### src/rtl/sd_spi_responder_if.sv
// SPI link and byte-wide backing-store bus shared by the SD responder and its host side.
interface sd_spi_responder_if #(
    parameter int ADDR_W = 16
);
    logic              sclk;
    logic              cs;
    logic              mosi;
    logic              miso;
    logic [ADDR_W-1:0] mem_addr;
    logic [7:0]        mem_rdata;
    logic [7:0]        mem_wdata;
    logic              mem_we;

    // Host side: drives the SPI clock/select/data and supplies memory read data.
    modport master (
        output sclk, cs, mosi, mem_rdata,
        input  miso, mem_addr, mem_wdata, mem_we
    );

    // Card side: answers on miso and owns the memory address/write strobe.
    modport slave (
        input  sclk, cs, mosi, mem_rdata,
        output miso, mem_addr, mem_wdata, mem_we
    );
endinterface

### src/rtl/sd_spi_responder.sv
// SPI-mode SD card responder: decodes command frames, answers R1 and moves
// 512-byte blocks between the host and an external byte-wide memory.
// SPI pins are oversampled on clk, so clk must run at least 8x sclk.
module sd_spi_responder #(
    parameter int ADDR_W       = 16,
    parameter int ACMD41_POLLS = 2,
    parameter int BUSY_BYTES   = 4
) (
    input  logic              clk,
    input  logic              reset_n,
    sd_spi_responder_if.slave bus,
    output logic              card_ready,
    output logic [5:0]        last_cmd
);

    typedef enum logic [3:0] {
        HUNT, CMD, NCR, RESP,
        RD_GAP, RD_TOKEN, RD_DATA, RD_CRC,
        WR_TOKEN, WR_DATA, WR_CRC, WR_RESP, WR_BUSY
    } state_t;

    localparam logic [7:0]        POLL_LIMIT = 8'(ACMD41_POLLS);
    localparam logic [9:0]        BUSY_LAST  = 10'(BUSY_BYTES - 1);
    localparam logic [9:0]        BLOCK_LAST = 10'd511;
    localparam logic [ADDR_W-1:0] ADDR_ONE   = ADDR_W'(1);

    state_t state_q, state_d;

    logic              sclk_s1_q, sclk_s1_d, sclk_s2_q, sclk_s2_d, sclk_s3_q, sclk_s3_d;
    logic              cs_s1_q, cs_s1_d, cs_s2_q, cs_s2_d, cs_s3_q, cs_s3_d;
    logic              mosi_s1_q, mosi_s1_d, mosi_s2_q, mosi_s2_d;
    logic [2:0]        bit_cnt_q, bit_cnt_d;
    logic [6:0]        rx_sr_q, rx_sr_d;
    logic [7:0]        tx_sr_q, tx_sr_d;
    logic              miso_q, miso_d;
    logic [9:0]        byte_cnt_q, byte_cnt_d;
    logic [5:0]        cmd_idx_q, cmd_idx_d;
    logic [31:0]       arg_q, arg_d;
    logic [7:0]        r1_q, r1_d;
    logic              rd_go_q, rd_go_d, wr_go_q, wr_go_d;
    logic [ADDR_W-1:0] base_q, base_d;
    logic [ADDR_W-1:0] mem_addr_q, mem_addr_d;
    logic [7:0]        mem_wdata_q, mem_wdata_d;
    logic              mem_we_q, mem_we_d;
    logic              idle_q, idle_d;
    logic [7:0]        poll_q, poll_d;
    logic              app_q, app_d;
    logic              card_ready_q, card_ready_d;
    logic [5:0]        last_cmd_q, last_cmd_d;

    logic       sclk_rise, sclk_fall, cs_high, cs_fall, byte_done, arg_in_range;
    logic [7:0] rx_byte;

    assign sclk_rise    = sclk_s2_q & ~sclk_s3_q;
    assign sclk_fall    = ~sclk_s2_q & sclk_s3_q;
    assign cs_high      = cs_s2_q;
    assign cs_fall      = ~cs_s2_q & cs_s3_q;
    assign rx_byte      = {rx_sr_q, mosi_s2_q};
    assign byte_done    = sclk_rise & ~cs_high & (bit_cnt_q == 3'd7);
    assign arg_in_range = ((arg_q >> ADDR_W) == 32'd0);

    assign bus.miso      = bus.cs ? 1'b1 : miso_q;
    assign bus.mem_addr  = mem_addr_q;
    assign bus.mem_wdata = mem_wdata_q;
    assign bus.mem_we    = mem_we_q;
    assign card_ready    = card_ready_q;
    assign last_cmd      = last_cmd_q;

    // Next-state and datapath: bit shifting on sclk edges, protocol decisions at byte boundaries.
    always_comb begin
        state_d      = state_q;
        sclk_s1_d    = bus.sclk;
        sclk_s2_d    = sclk_s1_q;
        sclk_s3_d    = sclk_s2_q;
        cs_s1_d      = bus.cs;
        cs_s2_d      = cs_s1_q;
        cs_s3_d      = cs_s2_q;
        mosi_s1_d    = bus.mosi;
        mosi_s2_d    = mosi_s1_q;
        bit_cnt_d    = bit_cnt_q;
        rx_sr_d      = rx_sr_q;
        tx_sr_d      = tx_sr_q;
        miso_d       = miso_q;
        byte_cnt_d   = byte_cnt_q;
        cmd_idx_d    = cmd_idx_q;
        arg_d        = arg_q;
        r1_d         = r1_q;
        rd_go_d      = rd_go_q;
        wr_go_d      = wr_go_q;
        base_d       = base_q;
        mem_addr_d   = mem_addr_q;
        mem_wdata_d  = mem_wdata_q;
        mem_we_d     = 1'b0;
        idle_d       = idle_q;
        poll_d       = poll_q;
        app_d        = app_q;
        card_ready_d = card_ready_q;
        last_cmd_d   = last_cmd_q;

        if (cs_high || cs_fall) begin
            bit_cnt_d = 3'd0;
        end

        if (cs_high) begin
            // Deselect abandons any frame or block but keeps the init state.
            state_d    = HUNT;
            tx_sr_d    = 8'hFF;
            miso_d     = 1'b1;
            byte_cnt_d = 10'd0;
            rd_go_d    = 1'b0;
            wr_go_d    = 1'b0;
        end else begin
            if (sclk_fall) begin
                miso_d  = tx_sr_q[7];
                tx_sr_d = {tx_sr_q[6:0], 1'b1};
            end
            if (sclk_rise) begin
                rx_sr_d   = rx_byte[6:0];
                bit_cnt_d = bit_cnt_q + 3'd1;
            end
            if (byte_done) begin
                tx_sr_d = 8'hFF;
                case (state_q)
                    HUNT: begin
                        if (rx_byte[7:6] == 2'b01) begin
                            cmd_idx_d  = rx_byte[5:0];
                            byte_cnt_d = 10'd0;
                            state_d    = CMD;
                        end
                    end
                    CMD: begin
                        if (byte_cnt_q < 10'd4) begin
                            arg_d      = {arg_q[23:0], rx_byte};
                            byte_cnt_d = byte_cnt_q + 10'd1;
                        end else begin
                            // Last byte is the CRC, which is ignored; decode now.
                            state_d    = NCR;
                            last_cmd_d = cmd_idx_q;
                            app_d      = 1'b0;
                            rd_go_d    = 1'b0;
                            wr_go_d    = 1'b0;
                            case (cmd_idx_q)
                                6'd0: begin
                                    card_ready_d = 1'b0;
                                    idle_d       = 1'b1;
                                    poll_d       = 8'd0;
                                    r1_d         = 8'h01;
                                end
                                6'd55: begin
                                    r1_d  = {7'b0, idle_q};
                                    app_d = 1'b1;
                                end
                                6'd41: begin
                                    if (!app_q) begin
                                        r1_d = 8'h04 | {7'b0, idle_q};
                                    end else if (poll_q < POLL_LIMIT) begin
                                        poll_d = poll_q + 8'd1;
                                        r1_d   = 8'h01;
                                    end else begin
                                        idle_d       = 1'b0;
                                        card_ready_d = 1'b1;
                                        r1_d         = 8'h00;
                                    end
                                end
                                6'd17, 6'd24: begin
                                    if (idle_q) begin
                                        r1_d = 8'h05;
                                    end else if (!arg_in_range) begin
                                        r1_d = 8'h40;
                                    end else begin
                                        r1_d    = 8'h00;
                                        rd_go_d = (cmd_idx_q == 6'd17);
                                        wr_go_d = (cmd_idx_q == 6'd24);
                                        base_d  = {arg_q[ADDR_W-1:9], 9'd0};
                                    end
                                end
                                default: r1_d = 8'h04 | {7'b0, idle_q};
                            endcase
                        end
                    end
                    NCR: begin
                        tx_sr_d = r1_q;
                        state_d = RESP;
                    end
                    RESP: begin
                        if (rd_go_q)      state_d = RD_GAP;
                        else if (wr_go_q) state_d = WR_TOKEN;
                        else              state_d = HUNT;
                        rd_go_d = 1'b0;
                        wr_go_d = 1'b0;
                    end
                    RD_GAP: begin
                        // Issue the first read early so it is ready when the token ends.
                        tx_sr_d    = 8'hFE;
                        mem_addr_d = base_q;
                        state_d    = RD_TOKEN;
                    end
                    RD_TOKEN: begin
                        tx_sr_d    = bus.mem_rdata;
                        mem_addr_d = mem_addr_q + ADDR_ONE;
                        byte_cnt_d = 10'd0;
                        state_d    = RD_DATA;
                    end
                    RD_DATA: begin
                        if (byte_cnt_q == BLOCK_LAST) begin
                            byte_cnt_d = 10'd0;
                            state_d    = RD_CRC;
                        end else begin
                            tx_sr_d    = bus.mem_rdata;
                            byte_cnt_d = byte_cnt_q + 10'd1;
                            if (mem_addr_q[8:0] != 9'h1FF) begin
                                mem_addr_d = mem_addr_q + ADDR_ONE;
                            end
                        end
                    end
                    RD_CRC: begin
                        if (byte_cnt_q == 10'd0) byte_cnt_d = 10'd1;
                        else                     state_d = HUNT;
                    end
                    WR_TOKEN: begin
                        if (rx_byte == 8'hFE) begin
                            byte_cnt_d = 10'd0;
                            state_d    = WR_DATA;
                        end
                    end
                    WR_DATA: begin
                        mem_we_d    = 1'b1;
                        mem_wdata_d = rx_byte;
                        mem_addr_d  = base_q + ADDR_W'(byte_cnt_q);
                        if (byte_cnt_q == BLOCK_LAST) begin
                            byte_cnt_d = 10'd0;
                            state_d    = WR_CRC;
                        end else begin
                            byte_cnt_d = byte_cnt_q + 10'd1;
                        end
                    end
                    WR_CRC: begin
                        if (byte_cnt_q == 10'd0) begin
                            byte_cnt_d = 10'd1;
                        end else begin
                            tx_sr_d = 8'h05;
                            state_d = WR_RESP;
                        end
                    end
                    WR_RESP: begin
                        tx_sr_d    = 8'h00;
                        byte_cnt_d = 10'd0;
                        state_d    = WR_BUSY;
                    end
                    WR_BUSY: begin
                        if (byte_cnt_q == BUSY_LAST) begin
                            state_d = HUNT;
                        end else begin
                            tx_sr_d    = 8'h00;
                            byte_cnt_d = byte_cnt_q + 10'd1;
                        end
                    end
                    default: state_d = HUNT;
                endcase
            end
        end
    end

    // Protocol state register.
    always_ff @(posedge clk or negedge reset_n) begin
        if (!reset_n) state_q <= HUNT;
        else          state_q <= state_d;
    end

    // Synchronizers, shift registers, card status and memory interface registers.
    always_ff @(posedge clk or negedge reset_n) begin
        if (!reset_n) begin
            sclk_s1_q    <= 1'b0;
            sclk_s2_q    <= 1'b0;
            sclk_s3_q    <= 1'b0;
            cs_s1_q      <= 1'b1;
            cs_s2_q      <= 1'b1;
            cs_s3_q      <= 1'b1;
            mosi_s1_q    <= 1'b1;
            mosi_s2_q    <= 1'b1;
            bit_cnt_q    <= 3'd0;
            rx_sr_q      <= 7'd0;
            tx_sr_q      <= 8'hFF;
            miso_q       <= 1'b1;
            byte_cnt_q   <= 10'd0;
            cmd_idx_q    <= 6'd0;
            arg_q        <= 32'd0;
            r1_q         <= 8'hFF;
            rd_go_q      <= 1'b0;
            wr_go_q      <= 1'b0;
            base_q       <= '0;
            mem_addr_q   <= '0;
            mem_wdata_q  <= 8'd0;
            mem_we_q     <= 1'b0;
            idle_q       <= 1'b1;
            poll_q       <= 8'd0;
            app_q        <= 1'b0;
            card_ready_q <= 1'b0;
            last_cmd_q   <= 6'd0;
        end else begin
            sclk_s1_q    <= sclk_s1_d;
            sclk_s2_q    <= sclk_s2_d;
            sclk_s3_q    <= sclk_s3_d;
            cs_s1_q      <= cs_s1_d;
            cs_s2_q      <= cs_s2_d;
            cs_s3_q      <= cs_s3_d;
            mosi_s1_q    <= mosi_s1_d;
            mosi_s2_q    <= mosi_s2_d;
            bit_cnt_q    <= bit_cnt_d;
            rx_sr_q      <= rx_sr_d;
            tx_sr_q      <= tx_sr_d;
            miso_q       <= miso_d;
            byte_cnt_q   <= byte_cnt_d;
            cmd_idx_q    <= cmd_idx_d;
            arg_q        <= arg_d;
            r1_q         <= r1_d;
            rd_go_q      <= rd_go_d;
            wr_go_q      <= wr_go_d;
            base_q       <= base_d;
            mem_addr_q   <= mem_addr_d;
            mem_wdata_q  <= mem_wdata_d;
            mem_we_q     <= mem_we_d;
            idle_q       <= idle_d;
            poll_q       <= poll_d;
            app_q        <= app_d;
            card_ready_q <= card_ready_d;
            last_cmd_q   <= last_cmd_d;
        end
    end

endmodule

### src/flat_wrapper.sv
// flat-port wrapper written by rule: the top's interface ports become plain ports
module sd_spi_responder_flat 
#(
    parameter int ADDR_W       = 16,
    parameter int ACMD41_POLLS = 2,
    parameter int BUSY_BYTES   = 4
)
  (clk, reset_n, card_ready, last_cmd, bus_sclk, bus_cs, bus_mosi, bus_mem_rdata, bus_miso, bus_mem_addr, bus_mem_wdata, bus_mem_we);
  sd_spi_responder_if #(.ADDR_W(ADDR_W)) bus_i ();
  input  logic clk;
  input  logic reset_n;
  output logic card_ready;
  output logic [5:0] last_cmd;
  input wire logic [$bits(bus_i.sclk)-1:0] bus_sclk;
  input wire logic [$bits(bus_i.cs)-1:0] bus_cs;
  input wire logic [$bits(bus_i.mosi)-1:0] bus_mosi;
  input wire logic [$bits(bus_i.mem_rdata)-1:0] bus_mem_rdata;
  output wire logic [$bits(bus_i.miso)-1:0] bus_miso;
  output wire logic [$bits(bus_i.mem_addr)-1:0] bus_mem_addr;
  output wire logic [$bits(bus_i.mem_wdata)-1:0] bus_mem_wdata;
  output wire logic [$bits(bus_i.mem_we)-1:0] bus_mem_we;
  assign bus_i.sclk = bus_sclk;
  assign bus_i.cs = bus_cs;
  assign bus_i.mosi = bus_mosi;
  assign bus_i.mem_rdata = bus_mem_rdata;
  assign bus_miso = bus_i.miso;
  assign bus_mem_addr = bus_i.mem_addr;
  assign bus_mem_wdata = bus_i.mem_wdata;
  assign bus_mem_we = bus_i.mem_we;
  sd_spi_responder #(.ADDR_W(ADDR_W), .ACMD41_POLLS(ACMD41_POLLS), .BUSY_BYTES(BUSY_BYTES)) u_core (.clk(clk), .reset_n(reset_n), .bus(bus_i), .card_ready(card_ready), .last_cmd(last_cmd));
endmodule
### config.mk
export PLATFORM = sky130hd
export DESIGN_NAME = sd_spi_responder_flat
export DESIGN_NICKNAME = d
export VERILOG_FILES = /design/src/rtl/sd_spi_responder_if.sv /design/src/rtl/sd_spi_responder.sv /design/src/flat_wrapper.sv
export SDC_FILE = /design/constraint.sdc
export NUM_CORES = 1
export LEC_CHECK = 0
export ABC_CLOCK_PERIOD_IN_PS = 5300
export CAP_MARGIN = 30
export CORE_MARGIN = 2
export CORE_UTILIZATION = 55
export DETAILED_ROUTE_END_ITERATION = 6
export GPL_TIMING_DRIVEN = 0
export PLACE_DENSITY = 0.75
export SETUP_SLACK_MARGIN = 0.1
export SLEW_MARGIN = 10
export SYNTH_ARGS = -nofsm -noshare
export SYNTH_HDL_FRONTEND = slang
export SYNTH_SLANG_ARGS = --single-unit
### constraint.sdc
create_clock -name clk -period 5.3 [get_ports clk]
set_input_delay 1.06 -clock clk [delete_from_list [all_inputs] [get_ports clk]]
set_output_delay 1.06 -clock clk [all_outputs]
set_load 0.05 [all_outputs]
==> summary.txt, run 1 <==
Critical path
  • Startpoint types: input pin
  • Crit path max-delay family: buffers and inverters
  • Most used cell, CP: clkdlybuf4s50_1
  • WP data arrival: approximately 2.5 ns
  • Crit-path cells: clkdlybuf4s50_1 > or2_2 > clkdlybuf4s50_1
  • Crit Reg-Reg Startpoint: u_core.byte_cnt_q[7]
  • Buf/Inv on CP: 2
  • Slowest stage cell, crit path: clkdlybuf4s50_1
  • Critical path startpoint: bus_cs
  • CP required: 4.24 ns
  • Max incr delay on CP: 0.70 ns
  • Crit end category: output pin
  • Crit Path Class: in -> out
  • Crit-path max FO: 2

Place
  • DP HPWL: about 12 mm
  • GP Congestion: ~0.9
  • Post-DP Area: roughly 7700 um2
  • PortBufs: 45

Floorplanning
  • Ports: 46
  • Core area: around 13000 um2
  • Die W: roughly 120 um
  • Row cnt: 41
  • Die area: around 14000 um2
  • Die height: between 100 and 150 um
  • Initial Util: 56.0%

Yosys
  • Mapped Nets: about 700
  • Synth Flop Type: dfrtp_1
  • Most common cell in the netlist: dfrtp_1
  • Top-area cell type share of the netlist area: between 40% and 50%
  • Top cells by area, synth: dfrtp_1 (41%), mux2_2 (9.8%), dfstp_2 (7.1%)
  • Synth Cell Area: 7010 um2
  • Synth Warn #: 0
  • Most frequent cells after synthesis: dfrtp_1 (115), mux2_2 (61), nor2_1 (45), nand2_1 (44), o21ai_0 (43)
  • Area leader, netlist: dfrtp_1
  • Post-Syn Area per Cell: roughly 11 um2
  • Syn Inst Count: between 600 and 700
  • Post-synthesis sequential area ratio: between 40% and 50%
  • EDFF count, synth: 0
  • Share of async-settable or async-resettable flops after synthesis: 100%
  • Synth Register Bits: ~130
  • Synth unique cells: between 80 and 90

STA
  • Crit share post-route: between 60% and 70%
  • Max-slew violation count: 0
  • Setup violators final: 0
  • Clk_skew: 0.0108 ns
  • Relative slew slack: 33.8%
  • Hold Vio Cnt, Final: 0
  • Least-Margin Pin Slew: between 0.9 and 1 ns
  • RSZ-0062 raised after global routing: no
  • Worst Hold Margin: 0.354 ns
  • Peak Freq: between 200 and 300 MHz
  • Min Tclk post-route: between 3 and 4 ns

Global route
  • Initial antenna violation count: 0
  • First-pass GRT wire length: approximately 29 mm
  • Vias in the first global route: around 5.5k
  • Total GRT Usage: 27.0%
  • Overflow after GRT: 0
  • Largest net degree at the start of global routing: around 70

Min path
  • Hold Crit Start: u_core.sclk_s1_q
  • Class of the worst hold path: reg -> reg

CTS
  • Clock slew at reported path FFs: 0.06 ns
  • Longest Clk Path Bufs: 2
  • Num CTS Buffers: 17
  • Clock sink count: around 130
  • Post-CTS setup buffers: 0
  • Cts hold-fix bufs: 0
  • Post-CTS sizing: 0
  • Htree depth: 4
  • Clock Latency Late Sink: approximately 0.43 ns
  • CTS tree: built
  • Root Driver: clkbuf_16

Finish
  • Area Overhead vs Synth: 17.8%
  • Share of cells above drive strength 1: approximately 22%
  • Multi-input gate area: approximately 3300 um2
  • Design area: 8250 um2
  • Reg area: 3380 um2
  • Layout Nets: between 700 and 800
  • Ant diodes: 0
  • Number of fill cells: slightly below 1k

Route
  • Total Wirelength: approximately 17 mm
  • Via density: 6.21
  • TritonRoute pass-1 iters: 5
  • DR vias: between 5k and 6k
  • Antenna Nets Post-Route: 0
  • DRC violations left: 0
  • Routed len/inst: ~19 um
  • Initial DRC Count: around 630

Outcome
  • Status: finished clean

Job
  • Max-cap violations: 0

Power and ir drop
  • Power per standard cell area: ~310 nW/um2
  • Peak VDD IR: between 200 and 300 uV
  • Pleak: about 0.0037 uW
-- per-layer routing --
layer	up-vias	GRT usage, %	wire length (um)
met4	0	13.0	484
met5	-	0	0
met3	41	5.72	971
li1	2626	-	-
met2	224	42.2	8270
met1	2800	36.2	7460
-- sequential cells by signal, summed over array words and instances, names as in the netlist, 6 cells and up --
name,count
u_core.bus.mem_addr,16
u_core.base_q,7
u_core.cmd_idx_q,6
u_core.poll_q,8
u_core.byte_cnt_q,10
u_core.rx_sr_q,7
u_core.bus.mem_wdata,8
u_core.last_cmd,6
u_core.arg_q,32
u_core.tx_sr_q,8
-- cells by family (layout without fill, tap and decap cells) --
group                    count (synthesis)  count (layout)  share of synthesized area [%]
buffers and inverters                   59             138                           5.11
multiplexers                            73              73                           11.6
flip-flops                             134             134                           48.2
adder cells (fa/ha/maj)                  9               9                           1.61
AO/OA/AOI/OAI                          156             156                           14.8
XOR/XNOR                                 4               4                          0.500
AND/OR/NAND/NOR                        231             231                           18.1
-- worst paths after layout --
kind / to / slack, ns / cells after the start
worst max-delay path: bus_miso / 1.76 / 3
worst min-delay path: u_core.sclk_s2_q / 0.35 / 0
worst max register to register: u_core.arg_q[31] / 2.59 / 5
worst min register to register: u_core.sclk_s2_q / 0.35 / 0
max in group asynchronous: u_core.mosi_s2_q / 3.90 / 2
min in group asynchronous: u_core.byte_cnt_q[3] / 0.61 / 1
-- power breakdown --
| group | internal, uW | switching, uW | leakage, uW |
|---|---|---|---|
| combinational | 147 | 226 | 0.00161 |
| clock | 617 | 469 | 0.000252 |
| sequential | 1060 | 50.3 | 0.00179 |
| total | 1820 | 746 | 0.00365 |
-- area by class of cell --
cell class | count | share of cell area [%]
buffer | 43 | 3.61
clock buffer | 20 | 5.41
clock inverter | 12 | 1.18
inverter | 16 | 0.728
multi-input combinational | 473 | 39.6
sequential | 134 | 40.9
tap | 172 | 2.61
timing repair buffer | 47 | 5.90
-- placed cells by master (no fill, tap or decap), types with 4 or more instances in the layout --
cell type	count
dfrtp_1	115
mux2_2	61
nor2_1	45
nand2_1	44
clkdlybuf4s50_1	44
o21ai_0	43
a21oi_1	28
nand3_1	20
buf_2	19
dfstp_2	19
nor4_1	18
a31oi_1	17
clkbuf_16	17
nor3_1	16
inv_1	15
clkbuf_1	14
and3_1	14
nand4_1	12
nor2b_1	10
ha_1	9
clkbuf_8	8
a41oi_1	8
o22ai_1	8
nand3b_1	7
mux2_1	7
nor4b_1	6
nor3b_1	5
mux2i_1	5
clkinvlp_4	5
nand2b_1	4
o21ai_1	4
a21o_1	4
a32oi_1	4
-- through the flow --
step / setup TNS, ns / util, % / worst slack (ns) / cells / power, uW
3_3_place_gp: -222.84 / 61.3 / -1.90 / 883 / 1480
6_report: 0 / 65.9 / 1.76 / 917 / 2570
5_1_grt: 0 / 65.9 / 1.74 / 917 / 2670
2_1_floorplan: 0 / - / 2.77 / 666 / 1370
3_5_place_dp: 0 / 61.5 / 1.77 / 884 / 1490
4_1_cts: 0 / 65.9 / 1.76 / 916 / 2580
No activity file was read; power rests on OpenSTA's default activity.
==> run 2: changes to the inputs <==
--- a/config.mk
+++ b/config.mk
@@ -5,13 +5,13 @@
 export SDC_FILE = /design/constraint.sdc
 export NUM_CORES = 1
 export LEC_CHECK = 0
-export ABC_CLOCK_PERIOD_IN_PS = 5300
+export ABC_CLOCK_PERIOD_IN_PS = 3100
 export CAP_MARGIN = 30
 export CORE_MARGIN = 2
-export CORE_UTILIZATION = 55
+export CORE_UTILIZATION = 54
 export DETAILED_ROUTE_END_ITERATION = 6
 export GPL_TIMING_DRIVEN = 0
-export PLACE_DENSITY = 0.75
+export PLACE_DENSITY = 0.77
 export SETUP_SLACK_MARGIN = 0.1
 export SLEW_MARGIN = 10
 export SYNTH_ARGS = -nofsm -noshare
==> constraint.sdc (replaced) <==
create_clock -name clk -period 3.1 [get_ports clk]
set_input_delay 0.62 -clock clk [delete_from_list [all_inputs] [get_ports clk]]
set_output_delay 0.62 -clock clk [all_outputs]
set_load 0.05 [all_outputs]
==> run 2 against run 1 <==
Against the previous run:
- register-to-register slack got worse by 2.3 ns
- clock power rose by 83%
- final area rose by 0.30%
- flip-flop and latch count did not move
- non-clock buffer count fell by 1
- global-route usage fell by 1.1 points
- die area rose by 1.8%
- first-iteration DRC count rose by 6.3%
- hold slack got worse by 0.19 ns
- final cell count fell by 0.11%
- combinational power rose by 70%
==> summary.txt, run 2 (synthesis gave the netlist of run 1 again) <==
Critical path
  • Crit-path cells: nor4_1 > nand2_1 > nor2_1 > buf_2 > mux2_2 (was clkdlybuf4s50_1 > or2_2 > clkdlybuf4s50_1)
  • Crit Reg-Reg Startpoint: u_core.byte_cnt_q[3] (was u_core.byte_cnt_q[7])
  • R2R Setup Slk: 0.33 ns (was 2.59 ns)
  • Slowest stage cell, crit path: nor4_1 (was clkdlybuf4s50_1)
  • Crit Path Class: reg -> reg (was in -> out)
  • Reg-to-Reg End: u_core.arg_q[30] (was u_core.arg_q[31])
  • Crit end category: register (was output pin)
  • Max incr delay on CP: 0.73 ns (was 0.70 ns)
  • Crit-path max FO: 10 (was 2)
  • Crit path max-delay family: simple AND/OR/NAND/NOR gates (was buffers and inverters)
  • WP data arrival: 3.08 ns (was 2.48 ns)
  • R2r worst-path depth: 5 (unchanged)
  • Buf/Inv on CP: 1 (was 2)
  • Startpoint types: register (was input pin)
  • CP required: 3.41 ns (was 4.24 ns)

CTS
  • Post-CTS setup buffers: 0 (unchanged)
  • Clock slew at reported path FFs: 0.06 ns (about the same)
  • Clock Latency Late Sink: 0.43 ns (about the same)
  • Post-CTS sizing: 0 (unchanged)
  • Longest Clk Path Bufs: 2 (unchanged)
  • Cts hold-fix bufs: 0 (unchanged)
  • Root Driver: clkbuf_16 (unchanged)
  • Htree depth: 4 (unchanged)
  • Num CTS Buffers: 17 (unchanged)
  • Clock sink count: 134 (unchanged)
  • CTS tree: built (unchanged)

Floorplanning
  • Ports: 46 (unchanged)
  • Die height: 118 um (was 117 um)
  • Core area: 12600 um2 (was 12500 um2)
  • Row cnt: 41 (unchanged)
  • Die W: 118 um (was 117 um)
  • Initial Util: 55.5% (was 56.0%)
  • Die area: 13900 um2 (was 13700 um2)

STA
  • Clk_skew: 0.00861 ns (was 0.0108 ns)
  • Relative slew slack: 34.5% (was 33.8%)
  • Max-slew violation count: 0 (unchanged)
  • Setup violators final: 0 (unchanged)
  • PnR worst setup slack: 0.328 ns (was 1.76 ns)
  • Hold Vio Cnt, Final: 0 (unchanged)
  • Peak Freq: approximately 360 MHz
  • Crit share post-route: 89.4%
  • RSZ-0062 raised after global routing: no (unchanged)
  • Min Tclk post-route: roughly 2.8 ns
  • Least-Margin Pin Slew: 0.983 ns (was 0.984 ns)

Finish
  • Commonest non-fill, non-tap cell in the layout: dfrtp_1 (unchanged)
  • Share of cells above drive strength 1: 21.9% (was 21.7%)
  • Most frequent cells in the layout: dfrtp_1 (115), mux2_2 (61), nor2_1 (45), nand2_1 (44), clkdlybuf4s50_1 (44) (unchanged)
  • Final Util: 65.6% (was 65.9%)
  • Area Overhead vs Synth: 18.1% (was 17.8%)
  • Most flop-heavy register: u_core.arg_q (unchanged)
  • Ant diodes: 0 (unchanged)
  • Largest register FFs: 32 (unchanged)
  • Layout Nets: 753 (was 754)
  • Final std cells w/o fill: 916 (was 917)

Power and ir drop
  • Pleak: 0.00368 uW (was 0.00365 uW)
  • Power per standard cell area: 547 nW/um2 (was 311 nW/um2)
  • Peak VDD IR: 412 uV (was 267 uV)
  • Final total power: 4520 uW (was 2570 uW)

Route
  • Routed len/inst: 18.9 um (was 18.7 um)
  • Initial DRC Count: 672 (was 632)
  • DRC violations left: 0 (unchanged)
  • Via density: 6.26 (was 6.21)
  • Total Wirelength: 17.3 mm (was 17.2 mm)
  • Antenna Nets Post-Route: 0 (unchanged)
  • DR vias: 5736 (was 5691)
  • TritonRoute pass-1 iters: 6 (was 5)

Global route
  • Initial antenna violation count: 0 (unchanged)
  • Overflow after GRT: 0 (unchanged)
  • Vias in the first global route: 5656 (was 5515)
  • Largest net degree at the start of global routing: 78 (was 71)
  • Total GRT Usage: 25.9% (was 27.0%)
  • First-pass GRT wire length: 28.8 mm (was 28.6 mm)

Place
  • PortBufs: 45 (unchanged)
  • DP HPWL: 11.8 mm (was 12.0 mm)
  • GP Congestion: 0.918 (was 0.912)
  • Setup WS pre-CTS: 0.443 ns (was 1.77 ns)
  • DP Cell Count: 884 (unchanged)

Job
  • Max-cap violations: 0 (unchanged)

Outcome
  • Status: finished clean (unchanged)

Min path
  • Class of the worst hold path: in -> async (was reg -> reg)
==> run 2: cell count changes in the layout (fill, tap and decap cells not counted) <==
cell and change:
buf_4 -1, bufinv_16 +1, clkbuf_1 -2, clkbuf_8 -1, clkinv_2 +1, clkinv_4 -2, clkinvlp_4 -4, inv_6 +5
inv_8 +2
==> run 2: through the flow <==
stage | setup TNS, ns | instance area [um2] | hold slack, ns
3_3_place_gp | -451.22 | 7670 | 0.332
6_report | 0 | 8280 | 0.167
4_1_cts | 0 | 8280 | 0.174
5_1_grt | 0 | 8280 | 0.193
3_5_place_dp | 0 | 7700 | 0.341
2_1_floorplan | 0 | 7010 | 0.324
==> run 2: worst max path at each step <==
| stage | slack (ns) | cells after the start | startpoint | end |
|---|---|---|---|---|
| after floorplan | 0.78 | 10 | u_core.bus.mem_addr[0] | u_core.bus.mem_addr[12] |
| after global routing | 0.22 | 5 | u_core.byte_cnt_q[3] | u_core.arg_q[4] |
| after detailed placement | 0.44 | 3 | bus_cs | bus_miso |
| final | 0.33 | 5 | u_core.byte_cnt_q[3] | u_core.arg_q[30] |
| after CTS | 0.44 | 5 | u_core.byte_cnt_q[3] | u_core.arg_q[4] |
| after global placement | -3.60 | 1 | reset_n | u_core.arg_q[16] |
==> run 2: cell type report <==
class                   count  area [um2]
clock buffers              17         425
multi-input cells         473        3270
flip-flops and latches    134        3380
plain buffers              43         298
clock inverters            15         151
repair buffers             46         479
fillers                   997        4340
inverters                  16        60.1
well taps                 172         215
==> run 2: routing by layer <==
metal / global-route usage [%] / vias up / part of all wire [%]
li1: - / 2619 / -
met1: 33.9 / 2850 / 43
met2: 41.1 / 226 / 48
met3: 6.35 / 41 / 5.9
met4: 11.2 / 0 / 2.8
met5: 0 / - / 0
==> run 2: where the power goes <==
| group | switching, uW | internal, uW |
|---|---|---|
| sequential | 84.5 | 1810 |
| clock | 856 | 1140 |
| combinational | 387 | 247 |
| total | 1330 | 3200 |
==> run 3: changes to the inputs <==
--- a/config.mk
+++ b/config.mk
@@ -5,13 +5,13 @@
 export SDC_FILE = /design/constraint.sdc
 export NUM_CORES = 1
 export LEC_CHECK = 0
-export ABC_CLOCK_PERIOD_IN_PS = 3100
+export ABC_CLOCK_PERIOD_IN_PS = 3350
 export CAP_MARGIN = 30
 export CORE_MARGIN = 2
-export CORE_UTILIZATION = 54
+export CORE_UTILIZATION = 55
 export DETAILED_ROUTE_END_ITERATION = 6
 export GPL_TIMING_DRIVEN = 0
-export PLACE_DENSITY = 0.77
+export PLACE_DENSITY = 0.75
 export SETUP_SLACK_MARGIN = 0.1
 export SLEW_MARGIN = 10
 export SYNTH_ARGS = -nofsm -noshare
==> constraint.sdc (replaced) <==
create_clock -name clk -period 3.35 [get_ports clk]
set_input_delay 0.67 -clock clk [delete_from_list [all_inputs] [get_ports clk]]
set_output_delay 0.67 -clock clk [all_outputs]
set_load 0.05 [all_outputs]
==> results of run 3 <==
Same layout as run 1 (identical final DEF). Status: finished clean.
Main changes from that run: setup slack after placement 1.77 ns -> 0.603 ns; setup slack after layout 1.76 ns -> 0.591 ns; hold slack 0.354 ns -> 0.218 ns; register-to-register setup slack 2.59 ns -> 0.64 ns; total power 2570 uW -> 4070 uW; worst IR drop on VDD 267 uV -> 422 uV
